**src/rtl/pool_pkg.sv**
```systemverilog
// Shared definitions for the streaming pooling stage: mode encoding and signed saturation.
package pool_pkg;

  localparam logic POOL_MAX = 1'b0;
  localparam logic POOL_AVG = 1'b1;

  // Clamp a wide signed value into the signed range of 'width' bits.
  function automatic logic signed [63:0] sat_s(input logic signed [63:0] value, input int width);
    logic signed [63:0] hi;
    logic signed [63:0] lo;
    hi = (64'sd1 <<< (width - 1)) - 64'sd1;
    lo = -(64'sd1 <<< (width - 1));
    if (value > hi) return hi;
    else if (value < lo) return lo;
    else return value;
  endfunction

endpackage

```
**src/rtl/pool_lane.sv**
```systemverilog
// One channel lane: running max (and, with POOL_AVG_EN, running sum) plus result formatting.
// result is combinational and already includes the beat currently presented on din.
module pool_lane
  import pool_pkg::*;
#(
  parameter int DATA_W    = 16,
  parameter int ACC_W     = 20,
  parameter int AVG_SHIFT = 3
) (
  input  logic                     clk,
  input  logic                     rst,
  input  logic                     beat_en,
  input  logic                     first,
  input  logic                     avg_sel,
  input  logic signed [DATA_W-1:0] din,
  output logic        [DATA_W-1:0] result
);

  logic signed [DATA_W-1:0] max_q;
  logic signed [DATA_W-1:0] max_nxt;

  always_comb begin
    max_nxt = max_q;
    if (first || (din > max_q)) max_nxt = din;
  end

  always_ff @(posedge clk) begin
    if (rst) max_q <= '0;
    else if (beat_en) max_q <= max_nxt;
  end

`ifdef POOL_AVG_EN
  logic signed [ACC_W-1:0]  sum_q;
  logic signed [ACC_W-1:0]  sum_nxt;
  logic signed [ACC_W-1:0]  sum_shr;
  logic signed [DATA_W-1:0] avg_val;

  always_comb begin
    sum_nxt = first ? ACC_W'(din) : sum_q + ACC_W'(din);
    sum_shr = sum_nxt >>> AVG_SHIFT;
    avg_val = DATA_W'(sat_s(64'(sum_shr), DATA_W));
  end

  always_ff @(posedge clk) begin
    if (rst) sum_q <= '0;
    else if (beat_en) sum_q <= sum_nxt;
  end

  assign result = avg_sel ? avg_val : max_nxt;
`else
  logic        unused_avg_sel;
  logic [31:0] unused_cfg;
  assign unused_avg_sel = avg_sel;
  assign unused_cfg     = 32'(ACC_W + AVG_SHIFT);
  assign result         = max_nxt;
`endif

endmodule

```
**src/rtl/pooling_stream.sv**
```systemverilog
// Streaming CH-lane pooling stage: reduces WIN beats per window to one result per lane.
// Max pooling always; shifted-sum average when built with POOL_AVG_EN.
module pooling_stream
  import pool_pkg::*;
#(
  parameter int DATA_W    = 16,
  parameter int CH        = 4,
  parameter int WIN       = 9,
  parameter int AVG_SHIFT = 3
) (
  input  logic                 clk,
  input  logic                 rst,
  input  logic                 clear,
  input  logic                 in_valid,
  output logic                 in_ready,
  input  logic [CH*DATA_W-1:0] in_data,
  input  logic                 in_last,
  input  logic                 mode,
  output logic                 out_valid,
  input  logic                 out_ready,
  output logic [CH*DATA_W-1:0] out_data,
  output logic                 frame_err
);

  localparam int ACC_W = DATA_W + $clog2(WIN);
  localparam int CNT_W = $clog2(WIN);
  localparam logic [CNT_W-1:0] LAST_CNT = CNT_W'(WIN - 1);

  logic [CNT_W-1:0]       count;
  logic                   accept;
  logic                   first_beat;
  logic                   last_beat;
  logic                   beat_err;
  logic                   lane_en;
  logic                   avg_sel;
  logic [CH*DATA_W-1:0]   lane_result;

  assign in_ready   = !out_valid || out_ready;
  assign accept     = in_valid && in_ready;
  assign first_beat = (count == '0);
  assign last_beat  = (count == LAST_CNT);
  assign beat_err   = (in_last != last_beat);
  assign lane_en    = accept && !clear;

`ifdef POOL_AVG_EN
  // Mode is captured with the first beat so a mid-window change cannot mix reductions.
  logic mode_q;
  always_ff @(posedge clk) begin
    if (rst) mode_q <= POOL_MAX;
    else if (lane_en && first_beat) mode_q <= mode;
  end
  assign avg_sel = (mode_q == POOL_AVG);
`else
  logic unused_mode;
  assign unused_mode = mode;
  assign avg_sel     = POOL_MAX;
`endif

  for (genvar i = 0; i < CH; i++) begin : g_lane
    pool_lane #(
      .DATA_W   (DATA_W),
      .ACC_W    (ACC_W),
      .AVG_SHIFT(AVG_SHIFT)
    ) u_lane (
      .clk    (clk),
      .rst    (rst),
      .beat_en(lane_en),
      .first  (first_beat),
      .avg_sel(avg_sel),
      .din    (in_data[i*DATA_W +: DATA_W]),
      .result (lane_result[i*DATA_W +: DATA_W])
    );
  end

  always_ff @(posedge clk) begin
    if (rst) begin
      count     <= '0;
      out_valid <= 1'b0;
      out_data  <= '0;
      frame_err <= 1'b0;
    end else begin
      if (out_valid && out_ready) out_valid <= 1'b0;
      if (clear) begin
        count <= '0;
      end else if (accept) begin
        if (beat_err) begin
          frame_err <= 1'b1;
          count     <= '0;
        end else if (last_beat) begin
          // A completion in the same cycle as a drain overrides the clear of out_valid above.
          count     <= '0;
          out_valid <= 1'b1;
          out_data  <= lane_result;
        end else begin
          count <= count + CNT_W'(1);
        end
      end
    end
  end

endmodule

```
**config.mk**
```make
export PLATFORM = sky130hd
export DESIGN_NAME = pooling_stream
export DESIGN_NICKNAME = d
export VERILOG_FILES = /design/src/rtl/pool_pkg.sv /design/src/rtl/pool_lane.sv /design/src/rtl/pooling_stream.sv
export SDC_FILE = /design/constraint.sdc
export NUM_CORES = 1
export LEC_CHECK = 0
export ABC_AREA = 1
export BUFFER_PORTS_ARGS = -buffer_cell sky130_fd_sc_hd__buf_2
export CORE_MARGIN = 2
export CORE_UTILIZATION = 23
export CTS_CLUSTER_DIAMETER = 120
export CTS_CLUSTER_SIZE = 28
export DETAILED_ROUTE_END_ITERATION = 10
export GPL_TIMING_DRIVEN = 0
export SLEW_MARGIN = 25
export SYNTH_ARGS = -nofsm -noshare
export SYNTH_HDL_FRONTEND = slang
export SYNTH_SLANG_ARGS = --single-unit
```
**constraint.sdc**
```tcl
create_clock -name clk -period 4.1 [get_ports clk]
set_clock_uncertainty 0.1 [all_clocks]
set_input_delay 0.41 -clock clk [delete_from_list [all_inputs] [get_ports clk]]
set_output_delay 0.41 -clock clk [all_outputs]
set_load 0.05 [all_outputs]
```
# After elaboration in Yosys (flattened, before gate mapping)
# Cells that the tools add are included.
# op_classes
n_addsub	1
magnitude_cmp	4
n_eq_ne	2
n_mux	11
bitwise	2
reduce_logical	14
# op_table
op	n
> comparator 16 bit	4
two-way mux 16 bit	4
two-way mux 4 bit	2
logical OR 1 bit	5
two-way mux 1 bit	5
adder 4 x 1 -> 4 bit, second input constant	1
== test 4 bit, second input constant	1
logical NOT 4 bit	1
AND reduction 4 bit	1
logical AND 1 bit	3
AND reduction 3 bit	1
logical NOT 1 bit	2
inverter 1 bit	2
OR reduction 2 bit	1
!= test 1 bit	1
# word_totals
register_bits	134
inputBits	71
out_inout_bits	67
elab_cells	42

# Longest topological paths before layout
# Gate-level depths: netlist (run 1).
# depth
word_depth	6
mapped_depth	19
depth_no_buf	18

# Modules after synthesis
# From an unflattened synthesis (run 1), not the netlist that was laid out.
# unflattened
cells_unflattened	1338
hier_area_um2	8350.5
# modules_own_cells
mod	instances	cells_per_inst	area_each_um2	seq_area_each_um2
pool_lane	4	220	1350.0	320.3
pooling_stream	1	458	2950.3	1401.3

# Worst setup path after synthesis (run 1)
# OpenSTA, ideal clock, no wires.
# synth_path
path_kind	register -> register
start	reg out_valid
end	reg out_data[51]
setup_ns	0.109
t_arrival_ns	1.953
t_required_ns	3.891
path_slack_ns	1.938
path_stages_with_launch	13
n_path_buf	2
period_less_slack_ns	2.162
path_cell_list	dfxtp_1 inv_1 nor2_1 inv_1 nand2_1 nor2_1 inv_1 nor2_2 buf_2 buf_2 nand3_1 nand2_1 inv_1
# synth_between
elab_chain_len	4
# synth_rtl
element	line_no	rtl
from (decl)	pooling_stream.sv:19	output logic out_valid,
from (signal assigned)	pooling_stream.sv:78	out_valid <= 1'b0;
from (signal assigned)	pooling_stream.sv:82	if (out_valid && out_ready) out_valid <= 1'b0;
from (signal assigned)	pooling_stream.sv:92	out_valid <= 1'b1;
logical NOT 1 bit	pooling_stream.sv:38	assign in_ready = !out_valid || out_ready;
logical OR 1 bit	pooling_stream.sv:38	
net in_ready	pooling_stream.sv:15	output logic in_ready,
logical AND 1 bit	pooling_stream.sv:39	assign accept = in_valid && in_ready;
AND reduction 4 bit (no source line)	n/a	
to (signal assigned)	pooling_stream.sv:93	out_data <= lane_result;
to (decl)	pooling_stream.sv:21	output logic [CH*DATA_W-1:0] out_data,
# The timed path passes the listed nets, and every way through them passes these cells.
# A chain may end at the register's enable or synchronous reset.

# Worst setup path after layout (run 1)
# layout_path
start	reg count[0]
end	reg out_data[33]
# layout_between
elab_chain_len	4
elab_cells_between_ends	7
cone_classes	eq/ne (2); mux (1); bitwise (1); reduce/logical (3)
# layout_rtl
element	line_no	rtl
from (decl)	pooling_stream.sv:29	logic [CNT_W-1:0] count;
from (signal assigned)	pooling_stream.sv:95	count <= count + CNT_W'(1);
== test 4 bit	pooling_stream.sv:41	assign last_beat = (count == LAST_CNT);
!= test 1 bit	pooling_stream.sv:42	assign beat_err = (in_last != last_beat);
inverter 1 bit (no source line)	n/a	
AND reduction 4 bit (no source line)	n/a	
# Parallel ways exist; a longest one is shown, timed or not.

==> flow_metrics.tcl, run 1 <==
set metrics [dict create \
    hold_path.startpoint "out_ready" \
    worstSetupStartpointType "register" \
    p_total_mw 3.537 \
    coreArea_um2 36350 \
    outcome "completed" \
    drtIter0Drc 311 \
    holdPathEnd "out_valid" \
    worst_pin_slew_ns 0.7720 \
    rrSetupSlack_ns 1.71 \
    grt_pass1_wl_mm 40.97 \
    reg2reg_from "count[0]" \
    grt_pass1_vias 7668 \
    post-synth-top-count-cell "inv_1" \
    cts_hold_buf 0 \
    yosys.area.top_type "dfxtp_1" \
    ys_top_cells_by_area "dfxtp_1 (32%), nand3_1 (12%), inv_1 (11%)" \
    synth-edff-count 0 \
    viasPerCell 4.224 \
    clk_path_buf_depth 2 \
    antenna_found_initial 5 \
    p_leak_nw 5.527 \
    fin_crit_ns 2.395 \
    place.gp.congestion 0.8131 \
    row_count 70 \
    io_buffer_count 135 \
    final-hold-violation-count 0 \
    synth-seq-cells 134 \
    pre_cts_slack_ns 1.561 \
    clock_latency_ns 0.45 \
    fillers 3994 \
    drc 0 \
    min_path_cells 4 \
    cp.arrival_ns 2.69 \
    yosysSeqAreaShare_pct 31.75 \
    area_growth_pct 21.92 \
    path_clk_slew_ns 0.06 \
    cts_setup_buffers 0 \
    syn_inst 1260 \
    critPathRequiredTime_ns 4.39 \
    grt_use_total_pct 13.81 \
    cts_tree "built" \
    clock-root-buffer "clkbuf_16" \
    timing.fmax_ghz 0.4176 \
    routed_wl_mm 25.80 \
    setup-violations-final 0 \
    setup_slack_ns 1.705 \
    max_slew_margin_pct 48.54 \
    wl_per_cell_um 13.59 \
    synth_top_area_share_pct 31.75 \
    synth_area_um2 8448 \
    reg2reg_to "out_data[33]" \
    grt-ovfl-total 0 \
    die-area_um2 38280 \
    crit_fanout 10 \
    synth_cell_types 29 \
    die_h_um 195.7 \
    timing.setup.tns_ns 0 \
    dieWidth_um 195.7 \
    rsz0062_at_grt "false" \
    async_reset_ff_share_pct 0 \
    synth.net_count 1397 \
    vias 8018 \
    hp-class "in2reg" \
    h-tree-depth 4 \
    dp_hpwl_mm 19.54 \
    min_period_over_period_pct 58.41 \
    cts_resized 0 \
    grt_max_degree 17 \
    clock_sinks 134 \
    drive_gt1_share_pct 18.92 \
    ant_nets 0 \
    drt_first_pass_iters 5 \
    numCtsBuffers 17 \
    ys.flop_type "dfxtp_1" \
    final-max-slew-violation-count 0 \
    initial_core_util_pct 23.24 \
    worstRegToRegCells 9 \
    ios 138 \
    final_util_pct 28.34 \
    ys.warnings.count 0 \
    ir_drop_mv 0.2960 \
    power_density_nw_per_um2 343.4 \
    yosys-top-cells-count "inv_1 (248), nand2_1 (234), nand3_1 (196)" \
    avgSynthCellArea_um2 6.705 \
    fin_nets 1551 \
    drv_cap 0 \
    critical_path.endpoint_type "register" \
    critPathKind "reg2reg" \
]
-- cells by family after synthesis --
| kind of cell | count (synthesis) | share of synthesized area (%) |
|---|---|---|
| simple gates | 653 | 37.09 |
| buf+inv | 306 | 14.84 |
| flops | 134 | 31.75 |
| compound gates | 99 | 6.339 |
| fa+ha+maj | 66 | 9.775 |
| xor+xnor | 2 | 0.2074 |
-- power by group --
group          leakage [nW]  total, mW  switching (mW)  internal (mW)
clock                 0.291       1.58           0.617          0.966
sequential             1.09       1.37          0.0235           1.35
combinational          4.14      0.583           0.374          0.209
total                  5.53       3.54            1.01           2.52
-- layer usage --
metal / GRT usage (%) / share of wire [%] / vias to the layer above / routed length (µm)
met3: 3.627 / 4.8 / 24 / 1246
met4: 3.984 / 1.0 / 4 / 259
met2: 23.49 / 48 / 144 / 12380
met1: 17.20 / 46 / 3624 / 11890
met5: 0 / 0.12 / - / 30
li1: - / - / 4222 / -
-- flip-flops by register name, indices dropped and copies added (netlist names) --
name,cells
frame_err,1
out_valid,1
out_data,64
count,4
g_lane.u_lane.max_q,64
-- placed cells by master (no fill, tap or decap), types with 2 or more instances in the layout --
cell type / instances
nand2_2: 8
nand2_1: 234
buf_1: 5
nand3_4: 2
buf_2: 168
nor2_1: 153
nor2_4: 2
clkbuf_16: 17
inv_1: 248
nand2_4: 34
a21oi_4: 2
bufinv_16: 3
dfxtp_1: 134
nand4_1: 5
buf_4: 2
a21oi_1: 81
diode_2: 3
nor2_2: 6
o21ai_1: 4
clkbuf_1: 18
ha_1: 66
o21ai_0: 5
a21o_1: 3
nand3_2: 12
o21bai_1: 2
nand3_1: 196
clkinv_2: 6
xor2_1: 2
buf_12: 3
-- through the flow --
stage,hold WS [ns],cell area (µm²),std cells
2_1_floorplan,0.3708,8448,1260
3_3_place_gp,0.3554,9709,1863
3_5_place_dp,0.3749,9709,1863
4_1_cts,0.1362,10290,1895
5_1_grt,0.1817,10290,1896
6_report,0.1600,10300,1898
-- worst max-delay path by stage --
stage                          startpoint  cells after the start  slack, ns                        end
6_report                         count[0]                      9       1.71               out_data[33]
4_1_cts                          count[0]                      9       1.67               out_data[33]
3_5_place_dp                  in_data[30]                     14       1.56  g_lane[1].u_lane.max_q[8]
5_1_grt        g_lane[1].u_lane.max_q[11]                     16       1.49  g_lane[1].u_lane.max_q[8]
2_1_floorplan                   out_valid                     12       1.94               out_data[51]
3_3_place_gp                  in_data[29]                     14       1.57               out_data[28]
-- final cells by class --
type                       count  area (µm²)  area share, %
antenna                        3       7.507        0.07289
multi-input combinational    820        4512          43.80
clock buffer                  22       454.2          4.410
inverter                     248       930.9          9.038
buffer                        58       322.8          3.134
timing repair buffer         135       675.6          6.560
tap                          468       585.6          5.685
clock inverter                10       128.9          1.251
sequential                   134        2683          26.04
-- worst max-delay path, stage by stage (launching register included) --
cell and delay [ns]:
dfxtp_1 0.38, inv_1 0.09, ha_1 0.25, nand3_4 0.23, buf_2 0.39, clkbuf_1 0.47
nand3_1 0.18, nand3_1 0.14, nand2_1 0.06, inv_1 0.04
Note: power is estimated with default switching activity, not from simulation.
==> run 2, diff against run 1 <==
- ABC_AREA: 1 -> 0
- clock period: 4.1 -> 2.2 ns (I/O delays scaled with it)
==> flow_metrics.tcl, run 2 <==
set metrics [dict create \
    outcome "finished, violations left" \
    violations "hold timing, setup timing" \
    coreArea_um2 31800 \
    post-synth-top-count-cell "dfxtp_1" \
    initial_core_util_pct 23.49 \
    place.gp.congestion 0.8151 \
    pre_cts_slack_ns -0.7133 \
    synth_top_area_share_pct 35.92 \
    critical_path.endpoint_type "register" \
    drive_gt1_share_pct 37.72 \
    p_leak_nw 5.103 \
    yosysSeqAreaShare_pct 35.92 \
    cts_hold_buf 61 \
    wl_per_cell_um 18.61 \
    crit_fanout 5 \
    syn_inst 873 \
    die_h_um 184.2 \
    drtIter0Drc 420 \
    async_reset_ff_share_pct 0 \
    numCtsBuffers 17 \
    fin_crit_ns 2.611 \
    viasPerCell 4.988 \
    ys_top_cells_by_area "dfxtp_1 (36%), ha_1 (11%), mux2i_1 (11%)" \
    antenna_found_initial 8 \
    grt_pass1_vias 7992 \
    ir_drop_mv 0.4237 \
    top_regs "g_lane.u_lane.max_q x64, out_data x64, count x4" \
    final_cells 1594 \
    ios 138 \
    clock_sinks 134 \
    die-area_um2 33930 \
    ys.warnings.count 0 \
    drv_cap 0 \
    critPathRequiredTime_ns 2.40 \
    routed_wl_mm 29.67 \
    worstSetupStartpointType "register" \
    slowest_delay_ns 0.41 \
    p_total_mw 7.141 \
    max_slew_margin_pct 44.04 \
    cp.arrival_ns 2.81 \
    yosys.area.top_type "dfxtp_1" \
    grt-ovfl-total 0 \
    dp_hpwl_mm 18.69 \
    avgSynthCellArea_um2 8.555 \
    post-place-cells 1443 \
    dieWidth_um 184.2 \
    synth.net_count 1010 \
    row_count 65 \
    drc 0 \
    fin_nets 1280 \
    rsz0062_at_grt "true" \
    whs_ns -0.02687 \
    synth-edff-count 0 \
    grt_pass1_wl_mm 44.37 \
    synth_cell_types 50 \
    critPathKind "reg2reg" \
    clock-root-buffer "clkbuf_16" \
    synth-seq-cells 134 \
    final_cell_mix "buf_2 (141), nand2_1 (105), dfxtp_1 (95)" \
    cpMaxStageDelayCell "a311o_1" \
    drt_first_pass_iters 5 \
    worst_pin_slew_ns 0.8394 \
    path_cells "inv_1, ha_4, nand4_1, nor4_2, o21ai_1, a311o_1, nand3_4, buf_12, mux2i_4, a211oi_2" \
    min_period_over_period_pct 118.7 \
    final-hold-violation-count 4 \
    setup_slack_ns -0.4108 \
    yosys-top-cells-count "dfxtp_1 (134), nand2_1 (105), mux2i_1 (80)" \
    final-max-slew-violation-count 0 \
    clock_latency_ns 0.44 \
    clk_path_buf_depth 2 \
    fin_area_um2 11960 \
    vias 7951 \
    ant_nets 0 \
    layout_commonest_cell "buf_2" \
    h-tree-depth 4 \
    hp-class "in2reg" \
    area_growth_pct 60.14 \
    ys.flop_type "dfxtp_1" \
    placed_cell_area_um2 8790 \
    cts_tree "built" \
    grt_max_degree 17 \
    setup-violations-final 124 \
    power_density_nw_per_um2 597.0 \
    synth_area_um2 7468 \
    timing.fmax_ghz 0.3830 \
    grt_use_total_pct 16.79 \
    io_buffer_count 135 \
    path_clk_slew_ns 0.06 \
]
[run 2: cell count changes in the layout (fill, tap and decap cells not counted), moves of 43 or more]
cell,previous run,this run
nor2_1,153,46
a21oi_1,81,17
inv_1,248,57
mux2i_1,0,75
nand2_1,234,105
nand3_1,196,51
dlygate4sd3_1,0,59
nand4_1,5,48
[run 2: worst max-delay path, delay by kind of cell, from the launching register on]
kind	cells	cell delay [ns]
adder cells (fa/ha/maj)	1	0.25
flip-flops	1	0.36
buffers and inverters	2	0.21
AO/OA/AOI/OAI	3	0.65
multiplexers	1	0.24
AND/OR/NAND/NOR	3	0.66
[run 2: through the flow]
stage,utilization [%],setup TNS (ns),hold WS [ns]
6_report,37.61,-23.78,-0.02687
5_1_grt,37.60,-36.52,-0.02645
2_1_floorplan,-,-4.438,0.1993
4_1_cts,35.39,-14.73,-0.04718
3_5_place_dp,27.64,-53.99,0.3679
3_3_place_gp,27.64,-50.42,0.3576
[run 2: repair_timing]
action	in CTS	in global routing
pin swaps	81	81
setup buffers	36	14
endpoints found under the hold margin	77	4
setup endpoints to repair	129	129
gates cloned	7	4
gates resized for setup	215	114
[run 2: layout make-up]
| type | count | area [µm²] |
|---|---|---|
| multi-input cells | 596 | 5239 |
| clock inverters | 12 | 175.2 |
| inverters | 75 | 281.5 |
| clock buffers | 20 | 456.7 |
| well taps | 435 | 544.3 |
| diodes | 3 | 7.507 |
| plain buffers | 66 | 551.8 |
| repair buffers | 253 | 1971 |
| flip-flops and latches | 134 | 2734 |
| fillers | 3104 | 19840 |
[run 2: path summary, 6_finish.rpt]
kind                         startpoint                         to  slack, ns  cells past startpoint
min                                 rst               out_data[50]      -0.03                      2
max reg2reg  g_lane[3].u_lane.max_q[12]               out_data[60]      -0.41                     10
max          g_lane[3].u_lane.max_q[12]               out_data[60]      -0.41                     10
min reg2reg   g_lane[0].u_lane.max_q[3]  g_lane[0].u_lane.max_q[3]       0.37                      2
[run 2: layer usage]
metal  GRT usage (%)  up-vias  share of wire, %
met5               0        -              0.20
met4           7.008       10               3.2
met3           4.228       73               6.0
met2           29.00      258                49
met1           19.77     3882                41
li1                -     3728                 -
[run 2: power by group]
part / internal [mW] / total [mW] / switching (mW)
sequential: 2.50 / 2.55 / 0.0522
clock: 1.95 / 3.12 / 1.16
combinational: 0.712 / 1.47 / 0.762
total: 5.16 / 7.14 / 1.98
[run 2: kinds of logic after synthesis]
family,after synthesis,synth area share (%)
AOI/OAI and AO/OA,173,16.60
xor gates and xnor gates,4,0.4692
and+or+nand+nor,273,17.37
DFF,134,35.92
adders and majority gates,66,11.06
muxes,80,10.72
buffers and inverters,143,7.857
